[config.mk]
export PLATFORM = sky130hd
export DESIGN_NAME = z80_int_ctrl_flat
export DESIGN_NICKNAME = d
export VERILOG_FILES = /design/src/rtl/z80bd_pkg.sv /design/src/rtl/z80_int_ctrl_if.sv /design/src/rtl/z80_bus_sync.sv /design/src/rtl/z80_int_ctrl.sv /design/src/flat_wrapper.sv
export SDC_FILE = /design/constraint.sdc
export NUM_CORES = 1
export LEC_CHECK = 0
export CAP_MARGIN = 0
export CORE_MARGIN = 4
export CORE_UTILIZATION = 35
export DETAILED_ROUTE_END_ITERATION = 10
export PLACE_DENSITY = 0.54
export SETUP_SLACK_MARGIN = 0.1
export SYNTH_ARGS = -nofsm -noshare
export SYNTH_HDL_FRONTEND = slang
export SYNTH_SLANG_ARGS = --single-unit
[constraint.sdc]
create_clock -name CLK_24MHz -period 3.01 [get_ports CLK_24MHz]
set_input_delay 0.7525 -clock CLK_24MHz [delete_from_list [all_inputs] [get_ports CLK_24MHz]]
set_output_delay 0.7525 -clock CLK_24MHz [all_outputs]
set_load 0.02 [all_outputs]
[src/rtl/z80bd_pkg.sv]
`timescale 1ns/1ps
// z80bd_pkg: shared constants, FSM state type and small priority helpers for
// the z80bd CPLD (bus decoder / memory mapper / interrupt controller).
package z80bd_pkg;

  // Existing memory-mapper I/O ports.
  localparam logic [7:0] PORT_MAP0    = 8'h10;
  localparam logic [7:0] PORT_MAP1    = 8'h11;
  localparam logic [7:0] PORT_MAP2    = 8'h12;
  localparam logic [7:0] PORT_MAP3    = 8'h13;

  // Interrupt controller I/O ports.
  localparam logic [7:0] PORT_IC_MASK = 8'h14;
  localparam logic [7:0] PORT_IC_STAT = 8'h15;
  localparam logic [7:0] PORT_IC_VEC  = 8'h16;

  // Number of interrupt sources: 0 = frame timer, 1..3 = IRQ_IN[0..2].
  localparam int N_SRC = 4;

  // RETI is the two-byte opcode ED 4D.
  localparam logic [7:0] RETI_OP1 = 8'hED;
  localparam logic [7:0] RETI_OP2 = 8'h4D;

  typedef enum logic [1:0] {
    IDLE = 2'd0,
    REQ  = 2'd1,
    ACK  = 2'd2,
    GAP  = 2'd3
  } ic_state_e;

  // Index of the lowest set bit (lowest index = highest priority); 0 if none.
  function automatic logic [1:0] lowest_idx(input logic [N_SRC-1:0] v);
    lowest_idx = 2'd0;
    for (int i = N_SRC - 1; i >= 0; i--) begin
      if (v[i]) begin
        lowest_idx = 2'(i);
      end else begin
        lowest_idx = lowest_idx;
      end
    end
  endfunction

  // All sources at or below the priority of the highest-priority set bit.
  function automatic logic [N_SRC-1:0] at_or_below(input logic [N_SRC-1:0] v);
    logic seen;
    seen = 1'b0;
    for (int i = 0; i < N_SRC; i++) begin
      seen           = seen | v[i];
      at_or_below[i] = seen;
    end
  endfunction

  // Clear the lowest (highest-priority) set bit.
  function automatic logic [N_SRC-1:0] clear_lowest(input logic [N_SRC-1:0] v);
    clear_lowest = v & (v - 4'd1);
  endfunction

endpackage

[src/rtl/z80_int_ctrl_if.sv]
`timescale 1ns/1ps
// z80_int_ctrl_if: Z80 bus strobes, address/data, IRQ inputs and INT output
// seen by the interrupt controller. master = CPU/board side, slave = controller.
interface z80_int_ctrl_if;
  logic       IORQ;
  logic       M1;
  logic       MREQ;
  logic       RD;
  logic       WR;
  logic [7:0] A;
  logic [7:0] D_IN;
  logic [7:0] D_OUT;
  logic       D_OE;
  logic [2:0] IRQ_IN;
  logic       INT_N;

  modport master (
    output IORQ, M1, MREQ, RD, WR, A, D_IN, IRQ_IN,
    input  D_OUT, D_OE, INT_N
  );

  modport slave (
    input  IORQ, M1, MREQ, RD, WR, A, D_IN, IRQ_IN,
    output D_OUT, D_OE, INT_N
  );
endinterface

[src/rtl/z80_bus_sync.sv]
`timescale 1ns/1ps
// z80_bus_sync: 2-FF synchroniser for asynchronous bus signals plus a
// one-cycle falling-edge pulse derived from the synchronised value.
module z80_bus_sync #(
  parameter int W       = 1,
  parameter bit RST_VAL = 1'b1
) (
  input  logic         clk,
  input  logic         rst,
  input  logic [W-1:0] async_i,
  output logic [W-1:0] sync_o,
  output logic [W-1:0] fall_o
);
  logic [W-1:0] meta_d, meta_q;
  logic [W-1:0] sync_d, sync_q;
  logic [W-1:0] prev_d, prev_q;

  // Next values of the synchroniser chain and the edge-history stage.
  always_comb begin
    meta_d = async_i;
    sync_d = meta_q;
    prev_d = sync_q;
  end

  // Chain flops; reset to the idle level so no edge is seen out of reset.
  always_ff @(posedge clk) begin
    if (rst) begin
      meta_q <= {W{RST_VAL}};
      sync_q <= {W{RST_VAL}};
      prev_q <= {W{RST_VAL}};
    end else begin
      meta_q <= meta_d;
      sync_q <= sync_d;
      prev_q <= prev_d;
    end
  end

  assign sync_o = sync_q;
  assign fall_o = prev_q & ~sync_q;
endmodule

[src/rtl/z80_int_ctrl.sv]
`timescale 1ns/1ps
// z80_int_ctrl: Z80 mode-2 interrupt controller. Four sources (frame timer +
// three level IRQs), lowest index wins, IM2 vector supplied during intack.
// Optional in-service nesting with RETI snooping: define Z80_INT_RETI_SNOOP_EN.
module z80_int_ctrl
  import z80bd_pkg::*;
#(
  parameter logic [7:0]  IC_MASK_PORT = PORT_IC_MASK,
  parameter logic [7:0]  IC_STAT_PORT = PORT_IC_STAT,
  parameter logic [7:0]  IC_VEC_PORT  = PORT_IC_VEC,
  parameter int unsigned TIMER_DIV    = 480000
) (
  input logic            CLK_24MHz,
  input logic            RST,
  z80_int_ctrl_if.slave  bus
);
  localparam logic [19:0] TMR_LAST = 20'(TIMER_DIV - 1);

  // Synchronised strobes: bit 0 IORQ, 1 M1, 2 MREQ, 3 RD, 4 WR.
  logic [4:0] stb_raw_s, stb_sync_s, stb_fall_s;
  logic [2:0] irq_sync_s, irq_fall_s;
  logic       iorq_s, m1_s, mreq_s, rd_s, wr_s;
  logic       io_wr_s, io_rd_s, intack_s;
  logic       io_wr_edge_s, intack_edge_s, ack_take_s, stat_clr_s, tmr_tick_s;
  logic [3:0] pend_s, active_s, blocked_s, in_service_s;
  logic [1:0] sel_s;
  logic       unused_s;

  logic [3:0]  mask_d, mask_q;
  logic        timer_en_d, timer_en_q;
  logic [4:0]  vec_base_d, vec_base_q;
  logic        tmr_pend_d, tmr_pend_q;
  logic [19:0] tmr_cnt_d, tmr_cnt_q;
  ic_state_e   state_d, state_q;
  logic [1:0]  ack_src_d, ack_src_q;
  logic        int_n_d, int_n_q;
  logic        d_oe_d, d_oe_q;
  logic [7:0]  d_out_d, d_out_q;

  assign stb_raw_s = {bus.WR, bus.RD, bus.MREQ, bus.M1, bus.IORQ};

  z80_bus_sync #(.W(5), .RST_VAL(1'b1)) u_stb_sync (
    .clk     (CLK_24MHz),
    .rst     (RST),
    .async_i (stb_raw_s),
    .sync_o  (stb_sync_s),
    .fall_o  (stb_fall_s)
  );

  z80_bus_sync #(.W(3), .RST_VAL(1'b0)) u_irq_sync (
    .clk     (CLK_24MHz),
    .rst     (RST),
    .async_i (bus.IRQ_IN),
    .sync_o  (irq_sync_s),
    .fall_o  (irq_fall_s)
  );

  assign iorq_s = stb_sync_s[0];
  assign m1_s   = stb_sync_s[1];
  assign mreq_s = stb_sync_s[2];
  assign rd_s   = stb_sync_s[3];
  assign wr_s   = stb_sync_s[4];

  // Decoded cycles; their start is the cycle in which one of the defining
  // strobes falls while the combination is true.
  assign io_wr_s       = !iorq_s && !wr_s && m1_s;
  assign io_rd_s       = !iorq_s && !rd_s && m1_s;
  assign intack_s      = !iorq_s && !m1_s;
  assign io_wr_edge_s  = io_wr_s && (stb_fall_s[0] || stb_fall_s[4]);
  assign intack_edge_s = intack_s && (stb_fall_s[0] || stb_fall_s[1]);

  assign pend_s     = {irq_sync_s, tmr_pend_q};
  assign active_s   = pend_s & mask_q & ~blocked_s;
  assign sel_s      = lowest_idx(active_s);
  assign ack_take_s = (state_q == REQ) && (active_s != 4'd0) && intack_edge_s;
  assign stat_clr_s = io_wr_edge_s && (bus.A == IC_STAT_PORT) && bus.D_IN[0];
  assign tmr_tick_s = timer_en_q && (tmr_cnt_q == TMR_LAST);

`ifdef Z80_INT_RETI_SNOOP_EN
  logic [3:0] isr_d, isr_q;
  logic       prefix_d, prefix_q;
  logic       fetch_s, fetch_edge_s;

  assign fetch_s      = !m1_s && !mreq_s && !rd_s;
  assign fetch_edge_s = fetch_s && (stb_fall_s[1] || stb_fall_s[2] || stb_fall_s[3]);
  assign in_service_s = isr_q;
  assign blocked_s    = at_or_below(isr_q);
  assign unused_s     = ^irq_fall_s;

  // RETI snooping (ED then 4D on consecutive fetches) and in-service tracking.
  always_comb begin
    isr_d    = isr_q;
    prefix_d = prefix_q;
    if (fetch_edge_s) begin
      prefix_d = (bus.D_IN == RETI_OP1);
      if (prefix_q && (bus.D_IN == RETI_OP2)) begin
        isr_d = clear_lowest(isr_q);
      end else begin
        isr_d = isr_q;
      end
    end else begin
      prefix_d = prefix_q;
    end
    if (ack_take_s) begin
      isr_d = isr_d | (4'b0001 << sel_s);
    end else begin
      isr_d = isr_d;
    end
  end

  // In-service and RETI-prefix state.
  always_ff @(posedge CLK_24MHz) begin
    if (RST) begin
      isr_q    <= 4'd0;
      prefix_q <= 1'b0;
    end else begin
      isr_q    <= isr_d;
      prefix_q <= prefix_d;
    end
  end
`else
  assign in_service_s = 4'd0;
  assign blocked_s    = 4'd0;
  assign unused_s     = ^{irq_fall_s, stb_fall_s[3:2], mreq_s};
`endif

  // Register writes from the CPU on the start of an I/O write cycle.
  always_comb begin
    mask_d     = mask_q;
    timer_en_d = timer_en_q;
    vec_base_d = vec_base_q;
    if (io_wr_edge_s && (bus.A == IC_MASK_PORT)) begin
      mask_d     = bus.D_IN[3:0];
      timer_en_d = bus.D_IN[7];
    end else if (io_wr_edge_s && (bus.A == IC_VEC_PORT)) begin
      vec_base_d = bus.D_IN[7:3];
    end else begin
      mask_d = mask_q;
    end
  end

  // Frame timer and its pending flag; a tick beats a same-cycle clear.
  always_comb begin
    if (!timer_en_q) begin
      tmr_cnt_d = 20'd0;
    end else if (tmr_tick_s) begin
      tmr_cnt_d = 20'd0;
    end else begin
      tmr_cnt_d = tmr_cnt_q + 20'd1;
    end
    tmr_pend_d = tmr_pend_q;
    if (stat_clr_s || (ack_take_s && (sel_s == 2'd0))) begin
      tmr_pend_d = 1'b0;
    end else begin
      tmr_pend_d = tmr_pend_q;
    end
    if (tmr_tick_s) begin
      tmr_pend_d = 1'b1;
    end else begin
      tmr_pend_d = tmr_pend_d;
    end
  end

  // Request/acknowledge sequencing.
  always_comb begin
    state_d   = state_q;
    ack_src_d = ack_src_q;
    case (state_q)
      IDLE: begin
        if (active_s != 4'd0) begin
          state_d = REQ;
        end else begin
          state_d = IDLE;
        end
      end
      REQ: begin
        if (active_s == 4'd0) begin
          state_d = IDLE;
        end else if (ack_take_s) begin
          state_d   = ACK;
          ack_src_d = sel_s;
        end else begin
          state_d = REQ;
        end
      end
      ACK: begin
        if (!intack_s) begin
          state_d = GAP;
        end else begin
          state_d = ACK;
        end
      end
      GAP:     state_d = IDLE;
      default: state_d = IDLE;
    endcase
  end

  // Next values of the registered bus outputs; intack outranks io reads.
  always_comb begin
    int_n_d = (state_d != REQ);
    d_oe_d  = 1'b0;
    d_out_d = 8'h00;
    if (state_d == ACK) begin
      d_oe_d  = 1'b1;
      d_out_d = {vec_base_q, ack_src_d, 1'b0};
    end else if (intack_s) begin
      if (state_q == IDLE) begin
        d_oe_d  = 1'b1;
        d_out_d = {vec_base_q, 2'b11, 1'b0};
      end else begin
        d_oe_d = 1'b0;
      end
    end else if (io_rd_s) begin
      case (bus.A)
        IC_MASK_PORT: begin
          d_oe_d  = 1'b1;
          d_out_d = {timer_en_q, 3'b000, mask_q};
        end
        IC_STAT_PORT: begin
          d_oe_d  = 1'b1;
          d_out_d = {in_service_s, pend_s};
        end
        IC_VEC_PORT: begin
          d_oe_d  = 1'b1;
          d_out_d = {vec_base_q, 3'b000};
        end
        default: begin
          d_oe_d  = 1'b0;
          d_out_d = 8'h00;
        end
      endcase
    end else begin
      d_oe_d = 1'b0;
    end
  end

  // All controller state, cleared by the synchronous reset.
  always_ff @(posedge CLK_24MHz) begin
    if (RST) begin
      mask_q     <= 4'd0;
      timer_en_q <= 1'b0;
      vec_base_q <= 5'd0;
      tmr_pend_q <= 1'b0;
      tmr_cnt_q  <= 20'd0;
      state_q    <= IDLE;
      ack_src_q  <= 2'd0;
      int_n_q    <= 1'b1;
      d_oe_q     <= 1'b0;
      d_out_q    <= 8'h00;
    end else begin
      mask_q     <= mask_d;
      timer_en_q <= timer_en_d;
      vec_base_q <= vec_base_d;
      tmr_pend_q <= tmr_pend_d;
      tmr_cnt_q  <= tmr_cnt_d;
      state_q    <= state_d;
      ack_src_q  <= ack_src_d;
      int_n_q    <= int_n_d;
      d_oe_q     <= d_oe_d;
      d_out_q    <= d_out_d;
    end
  end

  assign bus.INT_N = int_n_q;
  assign bus.D_OE  = d_oe_q;
  assign bus.D_OUT = d_out_q;
endmodule

[src/flat_wrapper.sv]
// flat-port wrapper written by rule: the top's interface ports become plain ports
module z80_int_ctrl_flat import z80bd_pkg::*;
#(
  parameter logic [7:0]  IC_MASK_PORT = PORT_IC_MASK,
  parameter logic [7:0]  IC_STAT_PORT = PORT_IC_STAT,
  parameter logic [7:0]  IC_VEC_PORT  = PORT_IC_VEC,
  parameter int unsigned TIMER_DIV    = 480000
)
  (CLK_24MHz, RST, bus_IORQ, bus_M1, bus_MREQ, bus_RD, bus_WR, bus_A, bus_D_IN, bus_IRQ_IN, bus_D_OUT, bus_D_OE, bus_INT_N);
  z80_int_ctrl_if bus_i ();
  input logic CLK_24MHz;
  input logic RST;
  input wire logic [$bits(bus_i.IORQ)-1:0] bus_IORQ;
  input wire logic [$bits(bus_i.M1)-1:0] bus_M1;
  input wire logic [$bits(bus_i.MREQ)-1:0] bus_MREQ;
  input wire logic [$bits(bus_i.RD)-1:0] bus_RD;
  input wire logic [$bits(bus_i.WR)-1:0] bus_WR;
  input wire logic [$bits(bus_i.A)-1:0] bus_A;
  input wire logic [$bits(bus_i.D_IN)-1:0] bus_D_IN;
  input wire logic [$bits(bus_i.IRQ_IN)-1:0] bus_IRQ_IN;
  output wire logic [$bits(bus_i.D_OUT)-1:0] bus_D_OUT;
  output wire logic [$bits(bus_i.D_OE)-1:0] bus_D_OE;
  output wire logic [$bits(bus_i.INT_N)-1:0] bus_INT_N;
  assign bus_i.IORQ = bus_IORQ;
  assign bus_i.M1 = bus_M1;
  assign bus_i.MREQ = bus_MREQ;
  assign bus_i.RD = bus_RD;
  assign bus_i.WR = bus_WR;
  assign bus_i.A = bus_A;
  assign bus_i.D_IN = bus_D_IN;
  assign bus_i.IRQ_IN = bus_IRQ_IN;
  assign bus_D_OUT = bus_i.D_OUT;
  assign bus_D_OE = bus_i.D_OE;
  assign bus_INT_N = bus_i.INT_N;
  z80_int_ctrl #(.IC_MASK_PORT(IC_MASK_PORT), .IC_STAT_PORT(IC_STAT_PORT), .IC_VEC_PORT(IC_VEC_PORT), .TIMER_DIV(TIMER_DIV)) u_core (.CLK_24MHz(CLK_24MHz), .RST(RST), .bus(bus_i));
endmodule
==> impl_metrics.env <==
export IMPL_htreeDepth=3
export IMPL_switchingPower_uw=364
export IMPL_hold_buffers=0
export IMPL_fp_dieH_um=93.5
export IMPL_antenna_found_initial=0
export IMPL_synth_area_um2=2560
export IMPL_firstDrtPassIters=4
export IMPL_drt_wl_total_mm=4.98
export IMPL_drcViolationCount=0
export IMPL_slew_headroom=0.512
export IMPL_yosysTopAreaCell="dfxtp_1"
export IMPL_ctsResizeCount=0
export IMPL_arrival_ns=2.75
export IMPL_diodes=0
export IMPL_synthFlopType="dfxtp_1"
export IMPL_synth_edf_count=0
export IMPL_p_leak_uw=0.00101
export IMPL_cts_tree="built"
export IMPL_synth_cell_types=48
export IMPL_worst_setup_path_type="input port to flip-flop"
export IMPL_rows=30
export IMPL_power_frac_seq=0.516
export IMPL_drv_cap=0
export IMPL_numCtsBuffers=9
export IMPL_clockRootBuffer="clkbuf_8"
export IMPL_die_x_um=93.5
export IMPL_ys_top_cells_by_area="dfxtp_1, mux2i_1, nor2_1"
export IMPL_power_density_nw_per_um2=506
export IMPL_final_setup_viol_count=0
export IMPL_clockBufferDepth=2
export IMPL_worstSetupStartpoint="bus_A[5]"
export IMPL_finalCritPeriodShare=0.828
export IMPL_totalPowerFinal_uw=1620
export IMPL_grt_setup_unrepaired="false"
export IMPL_pwr_share_clk=0.444
export IMPL_syn2layout_area_growth_pct=25.0
export IMPL_gp_congestion=0.750
export IMPL_grt_max_degree=33
export IMPL_synth_avg_cell_area_um2=9.37
export IMPL_stdcell_count=414
export IMPL_hp_class="flip-flop to flip-flop"
export IMPL_initial_core_util=0.368
export IMPL_async_reset_ff_frac=0
export IMPL_status="complete, no violations"
export IMPL_first_global_vias=1834
export IMPL_placed_cells_incl_taps=398
export IMPL_final_util=0.460
export IMPL_ys_seq_elements=62
export IMPL_drv_slew=0
export IMPL_place_ws_ns=0.138
export IMPL_insertion_delay_ns=0.33
export IMPL_yosysWarnings=0
export IMPL_gr_total_overflow=0
export IMPL_clock_skew_ns=0.0103
export IMPL_hold_start="u_core.u_stb_sync.meta_q[4]"
export IMPL_clk_pin_slew_worst_paths_ns=0.07
export IMPL_vias=1964
export IMPL_ys_seq_area_frac=0.485
export IMPL_ant_nets=0
export IMPL_io_pins=36
export IMPL_avgViaCountPerCell=4.74
export IMPL_netlist_instances=273
export IMPL_synth_net_count=300
export IMPL_startpoint_type="input port"
export IMPL_required_ns=3.27
export IMPL_core_area_um2=6940
export IMPL_hpwlAfterDp_mm=3.60
export IMPL_drt_iter0_markers=80
export IMPL_period_minus_slack_ns=2.49
export IMPL_wl_per_cell_um=12.0
export IMPL_p_sw_frac=0.225
export IMPL_drive_above_1_share=0.126
export IMPL_grt_pass1_wl_mm=8.45
export IMPL_grtUsageTotal=0.124
export IMPL_fin_ws_ns=0.519
export IMPL_timing_rr_start="u_core.tmr_cnt_q[0]"
export IMPL_numPortBuffers=34
export IMPL_endpoint_kind="flip-flop"
export IMPL_max_freq_mhz=401
export IMPL_combPwrFrac=0.040
export IMPL_postCtsSetupBuffers=0
export IMPL_hold_violations=0
export IMPL_clkSinkCount=62
export IMPL_fin_nets=340
export IMPL_yosys_area_top_type_share=0.485
export IMPL_tns_ns=0
export IMPL_worstPathMaxFanout=5
export IMPL_tightest_slew_ns=0.725
export IMPL_internal_power_uw=1250
export IMPL_die_area_um2=8740
export IMPL_peakVddDrop_mv=0.237
[per-layer routing]
layer / wire [µm] / share of wire / global-route usage / vias up
met1: 2690 / 0.54 / 0.175 / 891
met2: 1980 / 0.40 / 0.166 / 37
li1: - / - / - / 1030
met4: 76 / 0.015 / 0.0696 / 0
met5: 0 / 0 / 0 / -
met3: 238 / 0.048 / 0.0362 / 6
[logic make-up after synthesis]
family	count (synthesis)	synth area share
adder cells (fa/ha/maj)	1	0.00489
AND/OR/NAND/NOR	129	0.279
XOR/XNOR	14	0.0479
multiplexers	15	0.0597
AO/OA/AOI/OAI	34	0.0934
buffers and inverters	18	0.0298
flip-flops	62	0.485
[power groups by stage]
stage | Sequential, µW | Combinational [µW] | Clock (µW)
2_1_floorplan | 852 | 25.4 | 0
3_3_place_gp | 853 | 65.3 | 0
3_5_place_dp | 854 | 65.3 | 0
4_1_cts | 834 | 65.6 | 742
5_1_grt | 836 | 70.9 | 785
6_report | 835 | 64.8 | 718
[worst paths after layout]
check / endpoint / slack, ns / cells past startpoint
hold reg to reg: u_core.u_stb_sync.sync_o[4] / 0.41 / 1
setup reg to reg: u_core.tmr_cnt_q[5] / 1.00 / 5
hold / removal: u_core.u_stb_sync.sync_o[4] / 0.41 / 1
setup / recovery: u_core.mask_q[0] / 0.52 / 5
[area by class of cell]
class	count	area (µm²)
clock buffer	9	124
clock inverter	7	73.8
fill	698	3750
inverter	11	41.3
multi-input combinational	193	1240
sequential	62	1240
tap	96	120
timing repair buffer	36	355
[per-stage QoR]
stage / hold WS (ns) / cell area [µm²]
6_report: 0.413 / 3200
5_1_grt: 0.429 / 3200
4_1_cts: 0.413 / 3200
3_5_place_dp: 0.395 / 3000
3_3_place_gp: 0.391 / 3000
2_1_floorplan: 0.389 / 2560
[critical path, cell delays in order]
cell	delay [ns]
clkdlybuf4s50_1	0.39
or4b_1	0.68
or4_4	0.58
nor2_8	0.16
mux2i_1	0.18
[cell usage after synthesis (all sizes together) (3+ instances only)]
| master | n |
|---|---|
| clkbuf | 5 |
| or2 | 14 |
| nand2 | 28 |
| a22oi | 3 |
| nor4 | 5 |
| a21oi | 8 |
| nand3 | 8 |
| or3 | 3 |
| nor2b | 8 |
| inv | 11 |
| o31ai | 4 |
| nor3 | 9 |
| xnor2 | 12 |
| nor2 | 32 |
| o21ai | 5 |
| or4 | 5 |
| nand2b | 3 |
| dfxtp | 62 |
| nand4 | 5 |
| mux2i | 13 |
| a211oi | 3 |
[state kept, by name, indices dropped and copies added (netlist names), 3 cells and up]
register,cells
u_core.bus.D_OUT,8
u_core.mask_q,4
u_core.tmr_cnt_q,20
u_core.u_irq_sync.meta_q,3
u_core.u_irq_sync.sync_o,3
u_core.u_stb_sync.meta_q,4
u_core.u_stb_sync.prev_q,3
u_core.u_stb_sync.sync_o,4
u_core.vec_base_q,5
[cells in the final DEF (no fill, tap or decap), types with 3 or more instances in the layout]
cell / instances
nand2b_1: 3
or3_1: 3
o31ai_1: 4
clkbuf_8: 9
xnor2_1: 12
a21oi_1: 8
inv_1: 11
nand4_1: 5
dfxtp_1: 62
mux2i_1: 13
nor2b_1: 8
a22oi_1: 3
clkdlybuf4s50_1: 34
nand3_1: 8
nor3_1: 9
nor2_1: 31
or2_2: 13
or4_1: 4
a211oi_1: 3
o21ai_0: 5
nand2_1: 28
Power figures use the tool's default switching activity.
